`src/rtl/alu_pkg.sv`:
```
// -----------------------------------------------------------------------------
// alu_pkg
//   Shared definitions for the registered ALU (alu_seq):
//   - SEL_W        : opcode width
//   - OP_*         : opcode values (0..4 keep the legacy 4-bit ALU meaning)
//   - state_e      : top-level FSM state encoding
//   - flags_t      : status flag bundle held in the output register
// -----------------------------------------------------------------------------
package alu_pkg;

    localparam int SEL_W = 4;

    localparam logic [SEL_W-1:0] OP_ADD = 4'd0;
    localparam logic [SEL_W-1:0] OP_SUB = 4'd1;
    localparam logic [SEL_W-1:0] OP_AND = 4'd2;
    localparam logic [SEL_W-1:0] OP_OR  = 4'd3;
    localparam logic [SEL_W-1:0] OP_NOT = 4'd4;
    localparam logic [SEL_W-1:0] OP_XOR = 4'd5;
    localparam logic [SEL_W-1:0] OP_SHL = 4'd6;
    localparam logic [SEL_W-1:0] OP_SHR = 4'd7;
    localparam logic [SEL_W-1:0] OP_MUL = 4'd8;

    typedef enum logic [0:0] {
        ST_IDLE = 1'b0,
        ST_BUSY = 1'b1
    } state_e;

    typedef struct packed {
        logic z;
        logic n;
        logic c;
        logic v;
        logic illegal;
    } flags_t;

endpackage

```
`src/rtl/alu_seq_if.sv`:
```
// -----------------------------------------------------------------------------
// alu_seq_if
//   Handshake bundle between the operand scheduler (master) and alu_seq
//   (slave), including the result/flag return path to writeback.
//   Input side : in_valid/in_ready, a, b, sel
//   Output side: out_valid/out_ready, result, result_hi, flag_z/n/c/v, illegal
// -----------------------------------------------------------------------------
interface alu_seq_if #(
    parameter int WIDTH = 8
);
    logic                       in_valid;
    logic                       in_ready;
    logic [WIDTH-1:0]           a;
    logic [WIDTH-1:0]           b;
    logic [alu_pkg::SEL_W-1:0]  sel;
    logic                       out_valid;
    logic                       out_ready;
    logic [WIDTH-1:0]           result;
    logic [WIDTH-1:0]           result_hi;
    logic                       flag_z;
    logic                       flag_n;
    logic                       flag_c;
    logic                       flag_v;
    logic                       illegal;

    modport master (
        output in_valid, a, b, sel, out_ready,
        input  in_ready, out_valid, result, result_hi,
               flag_z, flag_n, flag_c, flag_v, illegal
    );

    modport slave (
        input  in_valid, a, b, sel, out_ready,
        output in_ready, out_valid, result, result_hi,
               flag_z, flag_n, flag_c, flag_v, illegal
    );
endinterface

```
`src/rtl/alu_mul_seq.sv`:
```
// -----------------------------------------------------------------------------
// alu_mul_seq
//   Unsigned shift-add multiplier, one partial product per cycle, WIDTH steps.
//   Ports:
//     clk, rst_n : clock, asynchronous active-low reset
//     start      : load operands (only pulsed while not busy)
//     a, b       : multiplicand, multiplier
//     busy       : a multiplication is in progress
//     done       : this cycle performs the final step
//     prod       : product after this cycle's step; complete when done = 1
//   prod/done are combinational from the accumulator so the caller can
//   capture the finished product on the same edge as the final step.
// -----------------------------------------------------------------------------
module alu_mul_seq #(
    parameter int WIDTH = 8
) (
    input  logic                 clk,
    input  logic                 rst_n,
    input  logic                 start,
    input  logic [WIDTH-1:0]     a,
    input  logic [WIDTH-1:0]     b,
    output logic                 busy,
    output logic                 done,
    output logic [2*WIDTH-1:0]   prod
);
    localparam int CNT_W = $clog2(WIDTH);

    logic               busy_q,   busy_d;
    logic [CNT_W-1:0]   cnt_q,    cnt_d;
    logic [2*WIDTH-1:0] mcand_q,  mcand_d;
    logic [WIDTH-1:0]   mplier_q, mplier_d;
    logic [2*WIDTH-1:0] acc_q,    acc_d;
    logic [2*WIDTH-1:0] step_sum;

    always_comb begin
        // NOTE: every signal gets a default first so no path leaves it unassigned (no latches).
        busy_d   = busy_q;
        cnt_d    = cnt_q;
        mcand_d  = mcand_q;
        mplier_d = mplier_q;
        acc_d    = acc_q;
        step_sum = acc_q + (mplier_q[0] ? mcand_q : '0);

        if (start) begin
            busy_d   = 1'b1;
            cnt_d    = CNT_W'(WIDTH - 1);
            mcand_d  = {{WIDTH{1'b0}}, a};
            mplier_d = b;
            acc_d    = '0;
        end else if (busy_q) begin
            acc_d    = step_sum;
            mcand_d  = mcand_q << 1;
            mplier_d = mplier_q >> 1;
            cnt_d    = cnt_q - 1'b1;
            if (cnt_q == '0) begin
                busy_d = 1'b0;
            end
        end
    end

    always_ff @(posedge clk or negedge rst_n) begin
        if (!rst_n) begin
            busy_q   <= 1'b0;
            cnt_q    <= '0;
            mcand_q  <= '0;
            mplier_q <= '0;
            acc_q    <= '0;
        end else begin
            // NOTE: non-blocking assignments so all flops update from pre-edge values.
            busy_q   <= busy_d;
            cnt_q    <= cnt_d;
            mcand_q  <= mcand_d;
            mplier_q <= mplier_d;
            acc_q    <= acc_d;
        end
    end

    assign busy = busy_q;
    assign done = busy_q && (cnt_q == '0);
    assign prod = step_sum;

endmodule

```
`src/rtl/alu_seq.sv`:
```
// -----------------------------------------------------------------------------
// alu_seq
//   Registered ALU with valid/ready handshakes on both sides.
//   Single-cycle ops (ADD SUB AND OR NOT XOR SHL SHR, illegal) have latency 1;
//   MUL runs on alu_mul_seq and presents its result WIDTH cycles after accept.
//   Ports:
//     clk, rst_n : clock, asynchronous active-low reset
//     bus        : alu_seq_if.slave (operands in, result/flags out)
//   WIDTH must match the WIDTH of the connected interface instance.
// -----------------------------------------------------------------------------
module alu_seq
    import alu_pkg::*;
#(
    parameter int WIDTH = 8
) (
    input  logic     clk,
    input  logic     rst_n,
    alu_seq_if.slave bus
);
    localparam int SH_W = $clog2(WIDTH);

    state_e           state_q,     state_d;
    logic             out_valid_q, out_valid_d;
    logic [WIDTH-1:0] result_q,    result_d;
    logic [WIDTH-1:0] result_hi_q, result_hi_d;
    flags_t           flags_q,     flags_d;

    logic               accept;
    logic               mul_start;
    logic               mul_busy;
    logic               mul_done;
    logic [2*WIDTH-1:0] mul_prod;

    logic [WIDTH-1:0] alu_res;
    flags_t           alu_flags;
    logic [WIDTH:0]   wide;
    logic [SH_W-1:0]  shamt;

    alu_mul_seq #(.WIDTH(WIDTH)) u_mul (
        .clk   (clk),
        .rst_n (rst_n),
        .start (mul_start),
        .a     (bus.a),
        .b     (bus.b),
        .busy  (mul_busy),
        .done  (mul_done),
        .prod  (mul_prod)
    );

    // Gating with rst_n keeps in_ready low while reset is asserted.
    // A held result blocks new input unless it drains this same cycle.
    assign bus.in_ready = rst_n && (state_q == ST_IDLE) && !mul_busy
                          && (!out_valid_q || bus.out_ready);
    assign accept = bus.in_valid && bus.in_ready;

    // Single-cycle datapath. ADD/SUB run at WIDTH+1 bits so the top bit is
    // the carry (ADD) or the borrow (SUB, set exactly when a < b).
    always_comb begin
        wide      = '0;
        alu_res   = '0;
        alu_flags = '0;
        // Low bits of b are the shift amount, i.e. modulo WIDTH for a
        // power-of-two WIDTH.
        shamt     = bus.b[SH_W-1:0];

        case (bus.sel)
            OP_ADD: begin
                wide        = {1'b0, bus.a} + {1'b0, bus.b};
                alu_res     = wide[WIDTH-1:0];
                alu_flags.c = wide[WIDTH];
                alu_flags.v = (bus.a[WIDTH-1] == bus.b[WIDTH-1])
                              && (alu_res[WIDTH-1] != bus.a[WIDTH-1]);
            end
            OP_SUB: begin
                wide        = {1'b0, bus.a} - {1'b0, bus.b};
                alu_res     = wide[WIDTH-1:0];
                alu_flags.c = wide[WIDTH];
                alu_flags.v = (bus.a[WIDTH-1] != bus.b[WIDTH-1])
                              && (alu_res[WIDTH-1] != bus.a[WIDTH-1]);
            end
            OP_AND:  alu_res = bus.a & bus.b;
            OP_OR:   alu_res = bus.a | bus.b;
            OP_NOT:  alu_res = ~bus.b;
            OP_XOR:  alu_res = bus.a ^ bus.b;
            OP_SHL:  alu_res = bus.a << shamt;
            OP_SHR:  alu_res = bus.a >> shamt;
            OP_MUL:  alu_res = '0;  // result comes from alu_mul_seq
            default: alu_flags.illegal = 1'b1;
        endcase

        alu_flags.z = (alu_res == '0);
        alu_flags.n = alu_res[WIDTH-1];
    end

    // Next-state and output-register logic. A drained result without a new
    // load clears out_valid but leaves the data registers untouched.
    always_comb begin
        state_d     = state_q;
        out_valid_d = out_valid_q && !bus.out_ready;
        result_d    = result_q;
        result_hi_d = result_hi_q;
        flags_d     = flags_q;
        mul_start   = 1'b0;

        case (state_q)
            ST_IDLE: begin
                if (accept) begin
                    if (bus.sel == OP_MUL) begin
                        mul_start = 1'b1;
                        state_d   = ST_BUSY;
                    end else begin
                        result_d    = alu_res;
                        result_hi_d = '0;
                        flags_d     = alu_flags;
                        out_valid_d = 1'b1;
                    end
                end
            end
            ST_BUSY: begin
                if (mul_done) begin
                    result_d          = mul_prod[WIDTH-1:0];
                    result_hi_d       = mul_prod[2*WIDTH-1:WIDTH];
                    flags_d           = '0;
                    flags_d.z         = (mul_prod[WIDTH-1:0] == '0);
                    flags_d.n         = mul_prod[WIDTH-1];
                    flags_d.c         = |mul_prod[2*WIDTH-1:WIDTH];
                    out_valid_d       = 1'b1;
                    state_d           = ST_IDLE;
                end
            end
            default: state_d = ST_IDLE;
        endcase
    end

    always_ff @(posedge clk or negedge rst_n) begin
        if (!rst_n) begin
            state_q     <= ST_IDLE;
            out_valid_q <= 1'b0;
            result_q    <= '0;
            result_hi_q <= '0;
            flags_q     <= '0;
        end else begin
            state_q     <= state_d;
            out_valid_q <= out_valid_d;
            result_q    <= result_d;
            result_hi_q <= result_hi_d;
            flags_q     <= flags_d;
        end
    end

    assign bus.out_valid = out_valid_q;
    assign bus.result    = result_q;
    assign bus.result_hi = result_hi_q;
    assign bus.flag_z    = flags_q.z;
    assign bus.flag_n    = flags_q.n;
    assign bus.flag_c    = flags_q.c;
    assign bus.flag_v    = flags_q.v;
    assign bus.illegal   = flags_q.illegal;

endmodule

```
`src/flat_wrapper.sv`:
```
// flat-port wrapper written by rule: the top's interface ports become plain ports
module alu_seq_flat import alu_pkg::*;
#(
    parameter int WIDTH = 8
)
  (clk, rst_n, bus_in_valid, bus_a, bus_b, bus_sel, bus_out_ready, bus_in_ready, bus_out_valid, bus_result, bus_result_hi, bus_flag_z, bus_flag_n, bus_flag_c, bus_flag_v, bus_illegal);
  alu_seq_if #(.WIDTH(WIDTH)) bus_i ();
  input  logic clk;
  input  logic rst_n;
  input wire logic [$bits(bus_i.in_valid)-1:0] bus_in_valid;
  input wire logic [$bits(bus_i.a)-1:0] bus_a;
  input wire logic [$bits(bus_i.b)-1:0] bus_b;
  input wire logic [$bits(bus_i.sel)-1:0] bus_sel;
  input wire logic [$bits(bus_i.out_ready)-1:0] bus_out_ready;
  output wire logic [$bits(bus_i.in_ready)-1:0] bus_in_ready;
  output wire logic [$bits(bus_i.out_valid)-1:0] bus_out_valid;
  output wire logic [$bits(bus_i.result)-1:0] bus_result;
  output wire logic [$bits(bus_i.result_hi)-1:0] bus_result_hi;
  output wire logic [$bits(bus_i.flag_z)-1:0] bus_flag_z;
  output wire logic [$bits(bus_i.flag_n)-1:0] bus_flag_n;
  output wire logic [$bits(bus_i.flag_c)-1:0] bus_flag_c;
  output wire logic [$bits(bus_i.flag_v)-1:0] bus_flag_v;
  output wire logic [$bits(bus_i.illegal)-1:0] bus_illegal;
  assign bus_i.in_valid = bus_in_valid;
  assign bus_i.a = bus_a;
  assign bus_i.b = bus_b;
  assign bus_i.sel = bus_sel;
  assign bus_i.out_ready = bus_out_ready;
  assign bus_in_ready = bus_i.in_ready;
  assign bus_out_valid = bus_i.out_valid;
  assign bus_result = bus_i.result;
  assign bus_result_hi = bus_i.result_hi;
  assign bus_flag_z = bus_i.flag_z;
  assign bus_flag_n = bus_i.flag_n;
  assign bus_flag_c = bus_i.flag_c;
  assign bus_flag_v = bus_i.flag_v;
  assign bus_illegal = bus_i.illegal;
  alu_seq #(.WIDTH(WIDTH)) u_core (.clk(clk), .rst_n(rst_n), .bus(bus_i));
endmodule
```
`config.mk`:
```
export PLATFORM = sky130hd
export DESIGN_NAME = alu_seq_flat
export DESIGN_NICKNAME = d
export VERILOG_FILES = /design/src/rtl/alu_pkg.sv /design/src/rtl/alu_seq_if.sv /design/src/rtl/alu_mul_seq.sv /design/src/rtl/alu_seq.sv /design/src/flat_wrapper.sv
export SDC_FILE = /design/constraint.sdc
export NUM_CORES = 1
export LEC_CHECK = 0
export CORE_ASPECT_RATIO = 1.25
export CORE_UTILIZATION = 25
export CTS_BUF_LIST = sky130_fd_sc_hd__clkbuf_8
export DETAILED_ROUTE_END_ITERATION = 10
export PLACE_DENSITY = 0.38
export SYNTH_ARGS = -nofsm -noshare
export SYNTH_HDL_FRONTEND = slang
export SYNTH_SLANG_ARGS = --single-unit
```
`constraint.sdc`:
```
create_clock -name clk -period 3 [get_ports clk]
set_input_delay 0.3 -clock clk [delete_from_list [all_inputs] [get_ports clk]]
set_output_delay 0.3 -clock clk [all_outputs]
set_load 0.05 [all_outputs]
```
# Yosys cells after proc, flatten, opt, wreduce, memory -nomap -nowiden
# Cells that the tools add are included.
# op_classes
muxes	36
n_reduce_logical	20
eq_ne	15
shift	2
bitwise	5
addsub	4
# ops
operator	n
$mux W16	5
$mux W8	8
$pmux W8 S8	1
$pmux W8 S2	2
$add A16 B16 Y16	1
$eq A4 B3 Y1 const B	4
$logic_not A8 Y1	2
$reduce_or A8 Y1	2
$mux W5	3
$mux W1	11
$pmux W5 S2	1
$add A8 B8 Y9	1
$sub A8 B8 Y9	1
$and A8 B8 Y8	1
$eq A4 B2 Y1 const B	2
$logic_and A1 B1 Y1	8
$not A8 Y8	1
$or A8 B8 Y8	1
$shl A8 B3 Y8	1
$shr A8 B3 Y8	1
$xor A8 B8 Y8	1
$mux W3	2
$eq A4 B1 Y1 const B	1
$eq A4 B4 Y1 const B	1
14 further kinds	20
# totals
ff_bits	67
inputBits	24
wordCells	96

# Depth between registers and ports, before layout
# logic_depth
word_depth	8
mapped_depth	11
depth_no_buf	11

# Hierarchy
# A second synthesis with hierarchy kept.
# unflattened
cells_unflattened	658
hier_area_um2	5645.4
# modules_own_cells
module	cells_per_inst	area_per_inst_um2	seq_area_each_um2	instances
alu_mul_seq	310	2859.0	1101.1	1
alu_seq	348	2786.4	550.5	1

# Worst setup path after synthesis
# OpenSTA, ideal clock, no wires.
# synth_timing
path_type	register -> register
from	register u_core.u_mul.mplier_q[0]
to	register u_core.flags_q, in the netlist u_core.bus.flag_c
stages_incl_launch_ff	11
slack_ns	0.136
t_arrival_ns	2.720
synth_period_minus_slack_ns	2.864
cell_sequence	dfrtp_1 -> clkbuf_1 -> and2_1 -> fa_1 -> a21o_2 -> a41o_2 -> a21o_1 -> o41a_1 -> xor2_1 -> nor4b_2 -> a41oi_1
# synth_via
elab_chain_cells	5
# synth_lines
item	line_no	rtl
start: declaration	alu_mul_seq.sv:31	logic [WIDTH-1:0] mplier_q, mplier_d;
start signal: assignment	alu_mul_seq.sv:73	mplier_q <= mplier_d;
$mux W16	alu_mul_seq.sv:42	step_sum = acc_q + (mplier_q[0] ? mcand_q : '0);
$add A16 B16 Y16	alu_mul_seq.sv:42	
$reduce_or A8 Y1	alu_seq.sv:126	flags_d.c = |mul_prod[2*WIDTH-1:WIDTH];
$mux W5	alu_seq.sv:120	if (mul_done) begin
$pmux W5 S2	alu_seq.sv:105	case (state_q)
end signal: assignment	alu_seq.sv:147	flags_q <= flags_d;
end: declaration	alu_seq.sv:26	flags_t flags_q, flags_d;
# No other way between the ends. The select of a mux whose other input is x is not followed.
# A chain may end at the register's enable or synchronous reset.

# Worst setup path in the final report
# layout_timing
from	register u_core.u_mul.mcand_q[0]
to	register u_core.flags_q, in the netlist u_core.bus.flag_c
# layout_via
elab_chain_cells	5
# layout_lines
item	line_no	rtl
start: declaration	alu_mul_seq.sv:30	logic [2*WIDTH-1:0] mcand_q, mcand_d;
start signal: assignment	alu_mul_seq.sv:72	mcand_q <= mcand_d;
$mux W16	alu_mul_seq.sv:42	
$add A16 B16 Y16	alu_mul_seq.sv:42	
$reduce_or A8 Y1	alu_seq.sv:126	
$mux W5	alu_seq.sv:120	
$pmux W5 S2	alu_seq.sv:105	
# No other way between the ends. The select of a mux whose other input is x is not followed.

==> results.md <==
* Status: completed
* Max H-tree Level at 3
* Min Clock Period, post-route at 2880 ps
* Period utilization at about 96%
* GRT Overall Usage at 18.4%
* Core footprint at roughly 21,000 µm²
* Largest net degree at the start of global routing at 67
* CTS buffer count at 9
* Vias in the first global route at ~5,200
* Clock skew at 13.5 ps
* Crit Path Class: reg2reg
* Pwr Density at 661 nW/µm²
* Diode count at 0
* Layout cells sized above 1 at between 10% and 20%
* GRT overflow at 0
* Initial core utilization at 25.6%
* Placer congestion estimate at 0.889
* Power Total at ~0.0045 W
* Worst-case clock buffer depth at 2
* Cell area after layout at 6850 µm²
* Synth top area cells: dfrtp_1 (31%), ha_1 (10%), nand2_1 (7.2%)
* Largest area contributor in the netlist: dfrtp_1
* Placed cell areas at 6590 µm²
* Final Hold Fails at 0
* Post-synth EDFFs at 0
* Final wirelength at 19,600 µm
* Worst endpoint data arrival time at 3090 ps
* Setup TNS at 0 ps
* Die height at 166 µm
* Layout area overhead at 28.0%
* Register area share after synthesis at between 30% and 40%
* First-pass GRT wire length at 30,700 µm
* #FFs+latches synth at 66
* Ports at 47
* CP Data Required Time at 3210 ps
* Initial DRC Count at about 260
* Relative slew slack at 39.7%
* # port buffers at 46
* TritonRoute pass-1 iters at 4
* Clk Tree Root Cell: clkbuf_8
* Startpoint Class: register
* Number of cell rows at 59
* Number of synthesis warnings at 0
* RSZ-0062 raised after global routing: true
* Cell area after synthesis at 5350 µm²
* Synth top area share at a little under a third
* CP Capture Type: register
* Cells after Synth at 633
* Leak pwr at 3.11 nW
* Max rail drop VDD at 335 µV
* Finished Core Util at 32.8%
* TritonCTS clock tree: done
* Slew Viols, Final at 0
* Worst-path clk slew at 90 ps
* Post-synthesis async set-or-reset flop share at 100%
* Max-capacitance violation count at 0
* Endpoints failing setup at 0
* Fmax at 348 MHz
* Main synth FF type: dfrtp_1
* Syn_area_per_cell at 8.46 µm²
* Clock latency at the later pin of the worst-skew pair at 360 ps
* Dpl ws at -111 ps
* Via count at between 5,000 and 6,000
* Chip width at between 100 and 150 µm
* Critical Path Fanout Max at 3
* Initial antenna violation count at 0
* Post-DP HPWL at 15,400 µm
* Total Die Area at 22,000 µm²
* Hold/Removal Path Class: in2async
* Yosys cell types at 74
* Hold_buf cts at 0
* WL/cell at 19.4 µm
* Tightest Pin Transition at 904 ps
* # DRC at 0
* Vias per Instance at approximately 5
* Fin nets at 801
* Syn nets at ~700
* Routed Antenna Nets at 0
* Fin worst setup slack at 122 ps
* CTS sink cnt at 66
-- registers in the layout (all words and copies together) (netlist names), 3 cells and up --
signal	count
u_core.u_mul.mcand_q	16
u_core.u_mul.cnt_q	3
u_core.bus.result	8
u_core.u_mul.mplier_q	8
u_core.u_mul.acc_q	16
u_core.bus.result_hi	8
-- worst max-delay path, cell delays in order, from the launching register on --
cell and delay [ps]:
dfrtp_1 380, and2_1 160, ha_1 200, fa_2 350, a21o_2 240, a41o_2 270, a21o_1 190, o41a_1 380
xor2_1 190, nor4b_2 230, a41oi_1 140
-- Yosys cell counts, drive strengths merged (14+ instances only) --
master,count
nand2,102
dfrtp,66
o21ai,45
ha,43
inv,35
nor2,32
clkbuf,27
a22oi,24
and2,21
a21oi,19
nor3,16
xnor2,15
mux2i,14
-- routing by layer --
metal | wire, µm | up-vias | global-route usage, %
li1 | - | 2477 | -
met1 | 8150 | 2407 | 21.5
met2 | 10100 | 113 | 32.6
met3 | 494 | 39 | 2.20
met4 | 899 | 0 | 9.40
met5 | 0 | - | 0
-- layout make-up --
cell class	instances	area, µm²
clock inverter	6	88.8
clock buffer	10	138
inverter	36	135
sequential	66	1650
fill	2210	14000
timing repair buffer	124	1060
multi-input combinational	494	3440
tap	274	343
-- cells in the final DEF (no fill, tap or decap), drive strengths merged, types with 3 or more instances in the layout --
cell type	instances
nor3b	4
clkdlybuf4s50	45
mux4	5
nand4	6
nor3	16
o2111ai	3
a22oi	24
clkbuf	10
o211ai	9
nor2b	5
mux2	4
xor2	8
dfrtp	66
a211oi	7
a21oi	19
o21bai	5
a21o	4
o21ai	45
nor2	32
nor4	8
and2	21
nand2b	6
a221oi	3
or3	6
a31oi	4
nand2	102
a22o	8
nor4b	3
buf	79
nand3	13
ha	43
a221o	5
o22ai	7
and3	5
fa	3
xnor2	15
mux2i	14
a2111oi	4
inv	36
-- what timing repair did --
item / CTS / global route
endpoints found under the setup margin: 2 / 7
pin swaps: 1 / 2
resized for setup: 1 / 10
setup buffers: 0 / 0
-- worst paths after layout --
| kind | start | to | slack, ps | cells past startpoint |
|---|---|---|---|---|
| min in group clk | u_core.u_mul.cnt_q[0] | u_core.u_mul.cnt_q[0] | 480 | 1 |
| max in group asynchronous | rst_n | u_core.bus.result[2] | 2190 | 2 |
| hold reg to reg | u_core.u_mul.cnt_q[0] | u_core.u_mul.cnt_q[0] | 480 | 1 |
| hold / removal | rst_n | u_core.u_mul.mcand_q[11] | 170 | 2 |
| setup / recovery | u_core.u_mul.mcand_q[0] | u_core.bus.flag_c | 120 | 10 |
| setup reg to reg | u_core.u_mul.mcand_q[0] | u_core.bus.flag_c | 120 | 10 |
-- cells by family after synthesis --
logic type / count (synthesis) / share of synthesized area (%)
DFF: 66 / 30.8
adders and majority gates: 46 / 11.2
buffers and inverters: 73 / 5.68
xor gates and xnor gates: 23 / 3.76
AOI/OAI and AO/OA: 170 / 22.0
and+or+nand+nor: 232 / 21.0
muxes: 23 / 5.56
-- where the power goes --
| group | internal (W) | switching (W) |
|---|---|---|
| combinational | 0.000847 | 0.00137 |
| clock | 0.000492 | 0.000384 |
| sequential | 0.00119 | 0.000245 |
| total | 0.00253 | 0.00200 |
-- stage by stage --
| step | cells | hold WS (ps) |
|---|---|---|
| after floorplan | 633 | 4.41 |
| after global placement | 994 | 458 |
| after detailed placement | 994 | 464 |
| after CTS | 1010 | 231 |
| after global routing | 1010 | 270 |
| final | 1010 | 174 |
No activity file was read; power rests on OpenSTA's default activity.
